===== src/rtl/fetch_pkg.sv =====
// Shared fetch/decode definitions: sequencer states, opcode constants and
// instruction field slicers used by both the fetch unit and the decoder.
package fetch_pkg;

   typedef enum logic [1:0] {
      FETCH = 2'd0,
      HOLD  = 2'd1,
      HALT  = 2'd2
   } state_t;

   localparam logic [5:0] OP_HALT     = 6'h3F;
   localparam int         INSTR_BYTES = 4;

   function automatic logic [5:0] instr_op(input logic [31:0] w);
      return 6'(w >> 26);
   endfunction

   function automatic logic [4:0] instr_rs(input logic [31:0] w);
      return 5'(w >> 21);
   endfunction

   function automatic logic [4:0] instr_rt(input logic [31:0] w);
      return 5'(w >> 16);
   endfunction

   function automatic logic [4:0] instr_rd(input logic [31:0] w);
      return 5'(w >> 11);
   endfunction

   function automatic logic [4:0] instr_sa(input logic [31:0] w);
      return 5'(w >> 6);
   endfunction

   function automatic logic [15:0] instr_imm(input logic [31:0] w);
      return 16'(w);
   endfunction

   function automatic logic [25:0] instr_jaddr(input logic [31:0] w);
      return 26'(w);
   endfunction

endpackage


===== src/rtl/word_assembler.sv =====
// Collects four bytes MSB-first into one instruction word; the last byte is
// passed straight through so the word is complete in the same cycle as done.
module word_assembler
   import fetch_pkg::*;
(
   input  logic        clk,
   input  logic        reset,
   input  logic        en,
   input  logic        clear,
   input  logic [7:0]  byte_in,
   output logic [1:0]  byte_cnt,
   output logic        done,
   output logic [31:0] word
);

   logic [1:0] cnt_reg;

   assign byte_cnt = cnt_reg;
   assign done     = en && !clear && (cnt_reg == 2'(INSTR_BYTES - 1));

   // Counter rolls 3 -> 0 on the final byte, ready for the next word.
   always_ff @(posedge clk or posedge reset) begin
      if (reset) begin
         cnt_reg <= 2'd0;
      end else if (clear) begin
         cnt_reg <= 2'd0;
      end else if (en) begin
         cnt_reg <= cnt_reg + 2'd1;
      end
   end

   genvar gi;
   generate
      for (gi = 0; gi < INSTR_BYTES - 1; gi++) begin : gen_slot
         logic [7:0] slot_reg;
         always_ff @(posedge clk or posedge reset) begin
            if (reset) begin
               slot_reg <= 8'h00;
            end else if (en && !clear && cnt_reg == 2'(gi)) begin
               slot_reg <= byte_in;
            end
         end
      end
   endgenerate

   assign word = {gen_slot[0].slot_reg, gen_slot[1].slot_reg, gen_slot[2].slot_reg, byte_in};

endmodule


===== src/rtl/fetch_sequencer.sv =====
// Multi-cycle instruction fetch: owns the PC, reads one byte per cycle from a
// byte-wide store and hands complete words to decode over valid/ready.
module fetch_sequencer
   import fetch_pkg::*;
#(
   parameter logic [31:0] RESET_PC = 32'h0000_0000,
   parameter int          ADDR_W   = 8,
   parameter logic [5:0]  HALT_OP  = OP_HALT
) (
   input  logic              clk,
   input  logic              reset,
   output logic [ADDR_W-1:0] mem_addr,
   output logic              mem_rd,
   input  logic [7:0]        mem_rdata,
   input  logic              redir_valid,
   input  logic [31:0]       redir_pc,
   output logic [31:0]       instr,
   output logic [31:0]       instr_pc,
   output logic              instr_valid,
   input  logic              instr_ready,
   output logic [31:0]       pc,
   output logic              halted
);

   state_t      state_reg;
   logic [31:0] pc_reg;
   logic [31:0] instr_reg;
   logic [31:0] instr_pc_reg;
   logic        instr_valid_reg;
   logic        halted_reg;

   logic [1:0]  byte_cnt;
   logic        asm_done;
   logic [31:0] asm_word;
   logic [31:0] redir_target;
   logic        in_fetch;

   assign in_fetch     = (state_reg == FETCH);
   assign redir_target = redir_pc & 32'hFFFF_FFFC;

   word_assembler u_asm (
      .clk      (clk),
      .reset    (reset),
      .en       (in_fetch),
      .clear    (in_fetch && redir_valid),
      .byte_in  (mem_rdata),
      .byte_cnt (byte_cnt),
      .done     (asm_done),
      .word     (asm_word)
   );

   assign mem_addr    = pc_reg[ADDR_W-1:0] + ADDR_W'(byte_cnt);
   // State is FETCH while reset is held, so the strobe is gated explicitly.
   assign mem_rd      = in_fetch && !reset;
   assign instr       = instr_reg;
   assign instr_pc    = instr_pc_reg;
   assign instr_valid = instr_valid_reg;
   assign pc          = pc_reg;
   assign halted      = halted_reg;

   always_ff @(posedge clk or posedge reset) begin
      if (reset) begin
         state_reg       <= FETCH;
         pc_reg          <= RESET_PC;
         instr_reg       <= 32'h0;
         instr_pc_reg    <= 32'h0;
         instr_valid_reg <= 1'b0;
         halted_reg      <= 1'b0;
      end else begin
         case (state_reg)
            FETCH: begin
               if (redir_valid) begin
                  pc_reg <= redir_target;
               end else if (asm_done) begin
                  instr_reg       <= asm_word;
                  instr_pc_reg    <= pc_reg;
                  instr_valid_reg <= 1'b1;
                  state_reg       <= HOLD;
               end
            end
            HOLD: begin
               if (instr_ready) begin
                  instr_valid_reg <= 1'b0;
                  // A delivered halt wins over a same-cycle redirect.
                  if (instr_op(instr_reg) == HALT_OP) begin
                     state_reg  <= HALT;
                     halted_reg <= 1'b1;
                  end else begin
                     pc_reg    <= redir_valid ? redir_target : pc_reg + 32'd4;
                     state_reg <= FETCH;
                  end
               end else if (redir_valid) begin
                  instr_valid_reg <= 1'b0;
                  pc_reg          <= redir_target;
                  state_reg       <= FETCH;
               end
            end
            HALT: begin
            end
            default: begin
               state_reg <= FETCH;
            end
         endcase
      end
   end

endmodule


===== config.mk =====
export PLATFORM = sky130hd
export DESIGN_NAME = fetch_sequencer
export DESIGN_NICKNAME = d
export VERILOG_FILES = /design/src/rtl/fetch_pkg.sv /design/src/rtl/word_assembler.sv /design/src/rtl/fetch_sequencer.sv
export SDC_FILE = /design/constraint.sdc
export NUM_CORES = 1
export LEC_CHECK = 0
export CAP_MARGIN = 15
export CORE_MARGIN = 2
export CORE_UTILIZATION = 35
export DETAILED_ROUTE_END_ITERATION = 8
export DONT_BUFFER_PORTS = 1
export GPL_TIMING_DRIVEN = 0
export MAX_ROUTING_LAYER = met4
export SETUP_SLACK_MARGIN = 0.5
export SLEW_MARGIN = 20
export SYNTH_ARGS = -nofsm -noshare
export SYNTH_HDL_FRONTEND = slang
export SYNTH_SLANG_ARGS = --single-unit

===== constraint.sdc =====
create_clock -name clk -period 9.2 [get_ports clk]
set_input_delay 1.38 -clock clk [delete_from_list [all_inputs] [get_ports clk]]
set_output_delay 1.38 -clock clk [all_outputs]
set_load 0.005 [all_outputs]

==> Yosys cells after proc, flatten, opt, wreduce, memory -nomap -nowiden <==
Cells that the tools add are included.
{ "classes": {"mux": 18, "add_sub_neg": 3, "bitwise": 2, "eq_ne": 10, "n_reduce_logical": 18} }
{ "op_table": {"columns": ["cell", "count"], "rows": [
  ["32-bit two-way mux", 4],
  ["32-bit one-hot mux with 2 select lines", 1],
  ["32-bit by 3-bit adder with 32-bit output (second input constant)", 1],
  ["2-bit two-way mux", 7],
  ["8-bit by 2-bit adder with 8-bit output", 1],
  ["4-bit AND reduction", 2],
  ["1-bit logical AND", 7],
  ["2-bit equality test (second input constant)", 3],
  ["6-bit equality test (second input constant)", 1],
  ["3-bit != test (second input constant)", 2],
  ["2-bit one-hot mux with 3 select lines", 1],
  ["3-bit AND reduction", 2],
  ["2-bit by 1-bit equality test with 1-bit output (second input constant)", 2],
  ["2-bit zero test", 2],
  ["1-bit two-way mux", 4],
  ["2-bit != test (second input constant)", 2],
  ["2-bit nonzero test", 2],
  ["2-bit by 1-bit adder with 2-bit output (second input constant)", 1],
  ["1-bit zero test", 2],
  ["1-bit inverter", 2],
  ["1-bit one-hot mux with 2 select lines", 1],
  ["2-bit AND reduction", 1]
]} }
{ "totals": {"reg_bits": 126, "input_bits": 44, "output_inout_bits": 107} }

==> Depth between registers and ports, before layout <==
{ "depth": {"depth_word": 8, "depth_mapped": 8, "ltp_nobuf": 6} }

==> Modules after synthesis <==
From an unflattened synthesis, not the netlist that was laid out.
{ "unflattened": {"hier_cells": 503, "hier_area_um2": 6032.0} }
{ "by_module_without_submodules": {"columns": ["module", "seq_area_each_um2", "instances", "cells_each", "area_each_um2"], "rows": [
  ["fetch_sequencer", 2502.4, 1, 429, 4878.4],
  ["word_assembler", 650.6, 1, 74, 1153.6]
]} }

==> Least setup slack after synthesis <==
OpenSTA, ideal clock, no wires.
{ "synth_timing": {"path_type": "input port to flip-flop", "startpoint": "input port instr_ready", "endpoint": "register pc_reg[31], in the netlist pc[31]", "cell_stages": 6, "slack_ps": 6252, "path_buffers": 1, "arrival_time_ps": 2877, "setup_time_ps": 72, "cell_sequence": "nand3b_4 > or3_4 > buf_6 > or4_4 > mux2_4 > nor2_1"} }
{ "synth_via": {"elab_chain_len": 2, "word_cells_on_any_way": 4} }
{ "synth_lines": {"columns": ["item", "line_no", "source"], "rows": [
  ["from (decl)", "fetch_sequencer.sv:20", "input logic instr_ready,"],
  ["32-bit two-way mux or 3-bit != test (tied branches)", null, null],
  ["32-bit one-hot mux with 2 select lines or 2-bit AND reduction (tied branches)", null, null],
  ["to (signal assigned)", "fetch_sequencer.sv:73", "pc_reg <= redir_target;"],
  ["to (signal assigned)", "fetch_sequencer.sv:89", "pc_reg <= redir_valid ? redir_target : pc_reg + 32'd4;"],
  ["to (signal assigned)", "fetch_sequencer.sv:94", "pc_reg <= redir_target;"],
  ["to (decl)", "fetch_sequencer.sv:26", "logic [31:0] pc_reg;"]
]} }
Parallel ways exist; a longest one is shown, timed or not.
A chain may end at the register's enable or synchronous reset.

==> Worst setup path in the final report <==
{ "layout_timing": {"startpoint": "register pc_reg[1], in the netlist pc[1]", "endpoint": "output port mem_addr[7]"} }
{ "layout_via": {"elab_chain_len": 1} }
{ "layout_lines": {"columns": ["item", "line_no", "source"], "rows": [
  ["8-bit by 2-bit adder with 8-bit output", "fetch_sequencer.sv:52", "assign mem_addr = pc_reg[ADDR_W-1:0] + ADDR_W'(byte_cnt);"],
  ["to (decl)", "fetch_sequencer.sv:12", "output logic [ADDR_W-1:0] mem_addr,"]
]} }
No other way between the ends.

==> qor.yml <==
layout.cells.non_filler: 756
ys_ff_latch: 126
cap_viol_max_count: 0
r2r-end: "instr_pc[1]"
cts-root-buf: "clkbuf_16"
vias_per_cell: 5.668
syn_inst: 502
ys_async_sr_fraction: 1.000
skew_ns: 0.01372
ys_seq_area_frac: 0.5386
slew_violations: 0
nNetsFinal: 574
postCtsHoldBufs: 0
routed_wl_mm: 16.09
grt_max_degree: 71
fin_util: 0.4117
hp-class: "flip-flop to flip-flop"
clkSinkCount: 126
num_rows: 47
clk_latency_ns: 0.42
place_hpwl_mm: 11.58
yosysUniqueCellTypes: 55
worst_slew_pin_slew_ns: 0.7460
reg2reg_depth: 6
holdCritStartpoint: "u_asm.gen_slot[1].slot_reg[1]"
io_pins: 151
critPathKind: "flip-flop to primary output"
final_cell_area_sq_um: 6779
setup_violations: 0
cts.clk_slew.worst_paths_ns: 0.06
min_path_cells: 1
grtUsageTotal: 0.1903
cts_max_level: 4
coreArea_sq_um: 16470
cts_tree: "yes"
postPlaceCellArea_sq_um: 6162
r2r_slack_ns: 6.43
crit_chain: "ha_1, a21oi_1, nor3_1, xor2_1"
rsz0062_at_grt: "no"
antenna_left: 0
drcViolationCount: 0
cp_slowest_cell: "dfrtp_1"
num-fill-cells: 1574
path_buf_inv: 0
status: "finished, final reports clean"
crit_family: "flip-flops"
cp_max_fo: 5
cts_setup_buffers: 0
fin_crit_ns: 3.207
fmax_mhz: 311.9
startpoint_type: "flip-flop"
tns_ns: 0
cts_made_buffers: 17
worst_hold_slack_ns: 0.4978
die_h_microns: 133.3
cts_resized: 0
ys.flop_type: "dfrtp_1"
max_slew_margin: 0.5026
vdd_drop_max_uv: 155.5
wire_per_inst_microns: 21.28
period_share: 0.3486
powerDensity_nw_per_um2: 281.1
place_congestion: 0.8425
final_cell_mix: "126 x dfrtp_1, 89 x mux2_2, 33 x nor2_1"
drt_iter0_markers: 254
cpPeakStageDelay_ns: 0.46
start_util: 0.3555
synthesis.area_sq_um: 5854
die_w_microns: 133.3
grt_pass1_vias: 4452
dr.pass1.iters: 7
yosys_warnings: 0
grt_overflow: 0
r2r-start: "state_reg[0]"
crit_required_ns: 7.82
syn_nets: 554
drive_above_1_share: 0.2654
whs_endpoint: "instr[17]"
worstPathArrival_ns: 1.83
grt_pass1_wl_mm: 25.28
hold_viol: 0
placedCellCount: 723
port_buffers: 0
layout_commonest_cell: "dfrtp_1"
vias: 4285
synth_edf_count: 0
area_growth_pct: 15.79
die-area_sq_um: 17780
critPathCaptureType: "primary output"
clockBufferDepth: 2
syn_avg_cell_area_sq_um: 11.66
antenna_found_initial: 1
p_leak_nw: 2.814
## metrics by stage
| step | worst slack [ns] | power [W] |
|---|---|---|
| final | 5.993 | 0.001906 |
| after detailed placement | 5.744 | 0.001217 |
| after CTS | 5.964 | 0.001930 |
| after global placement | 3.165 | 0.001192 |
| after floorplan | 4.464 | 0.001111 |
| after global routing | 5.880 | 0.002006 |
## routing by layer
layer,wire length (microns),GRT usage
met1,6432,0.2289
met2,7564,0.2918
met3,1707,0.07344
met4,381,0.06856
met5,0,-
## power breakdown
group          switching (W)  total [W]  internal, W
sequential          0.000171   0.000924     0.000754
combinational       0.000107   0.000277     0.000170
clock               0.000247   0.000705     0.000457
total               0.000525    0.00191      0.00138
## logic make-up (layout without fill, tap and decap cells)
family	Yosys count	after routing	share of synthesized area
compound gates	88	88	0.09660
other cells	0	1	0
flops	126	126	0.5386
fa+ha+maj	8	8	0.01838
buf+inv	41	74	0.02992
mux	94	94	0.1806
simple gates	139	139	0.1270
xor+xnor	6	6	0.008978
## cell usage after synthesis, types with 8 or more instances
cell type / number / share of area
nor3_1: 16 / 0.014
o22ai_1: 9 / 0.0096
nand2_1: 24 / 0.015
nor2_1: 33 / 0.021
inv_1: 10 / 0.0064
nand3_1: 11 / 0.0094
mux2_2: 89 / 0.17
dfrtp_1: 126 / 0.54
and2_1: 9 / 0.0096
nand4_1: 11 / 0.012
a21oi_1: 19 / 0.016
buf_2: 11 / 0.0094
o21ai_0: 24 / 0.021
clkbuf_1: 18 / 0.012
or3_1: 8 / 0.0085
## worst max path at each step
stage,slack (ns),end,depth (start not counted),from
2_1_floorplan,4.46,halted,1,reset
3_3_place_gp,3.16,instr_pc[29],1,reset
3_5_place_dp,5.74,instr_pc[27],5,redir_valid
4_1_cts,5.96,mem_addr[7],4,pc[1]
5_1_grt,5.88,mem_addr[7],4,pc[1]
6_report,5.99,mem_addr[7],4,pc[1]
## cell type report
type	count	area (sq um)	area share
clock buffer	20	446.7	0.06589
sequential	126	3153	0.4651
inverter	11	46.29	0.006829
clock inverter	12	167.7	0.02473
timing repair buffer	1	27.53	0.004061
antenna	1	2.502	0.0003691
buffer	30	133.9	0.01975
tap	220	275.3	0.04061
multi-input combinational	335	2526	0.3726
Power figures use the tool's default switching activity.
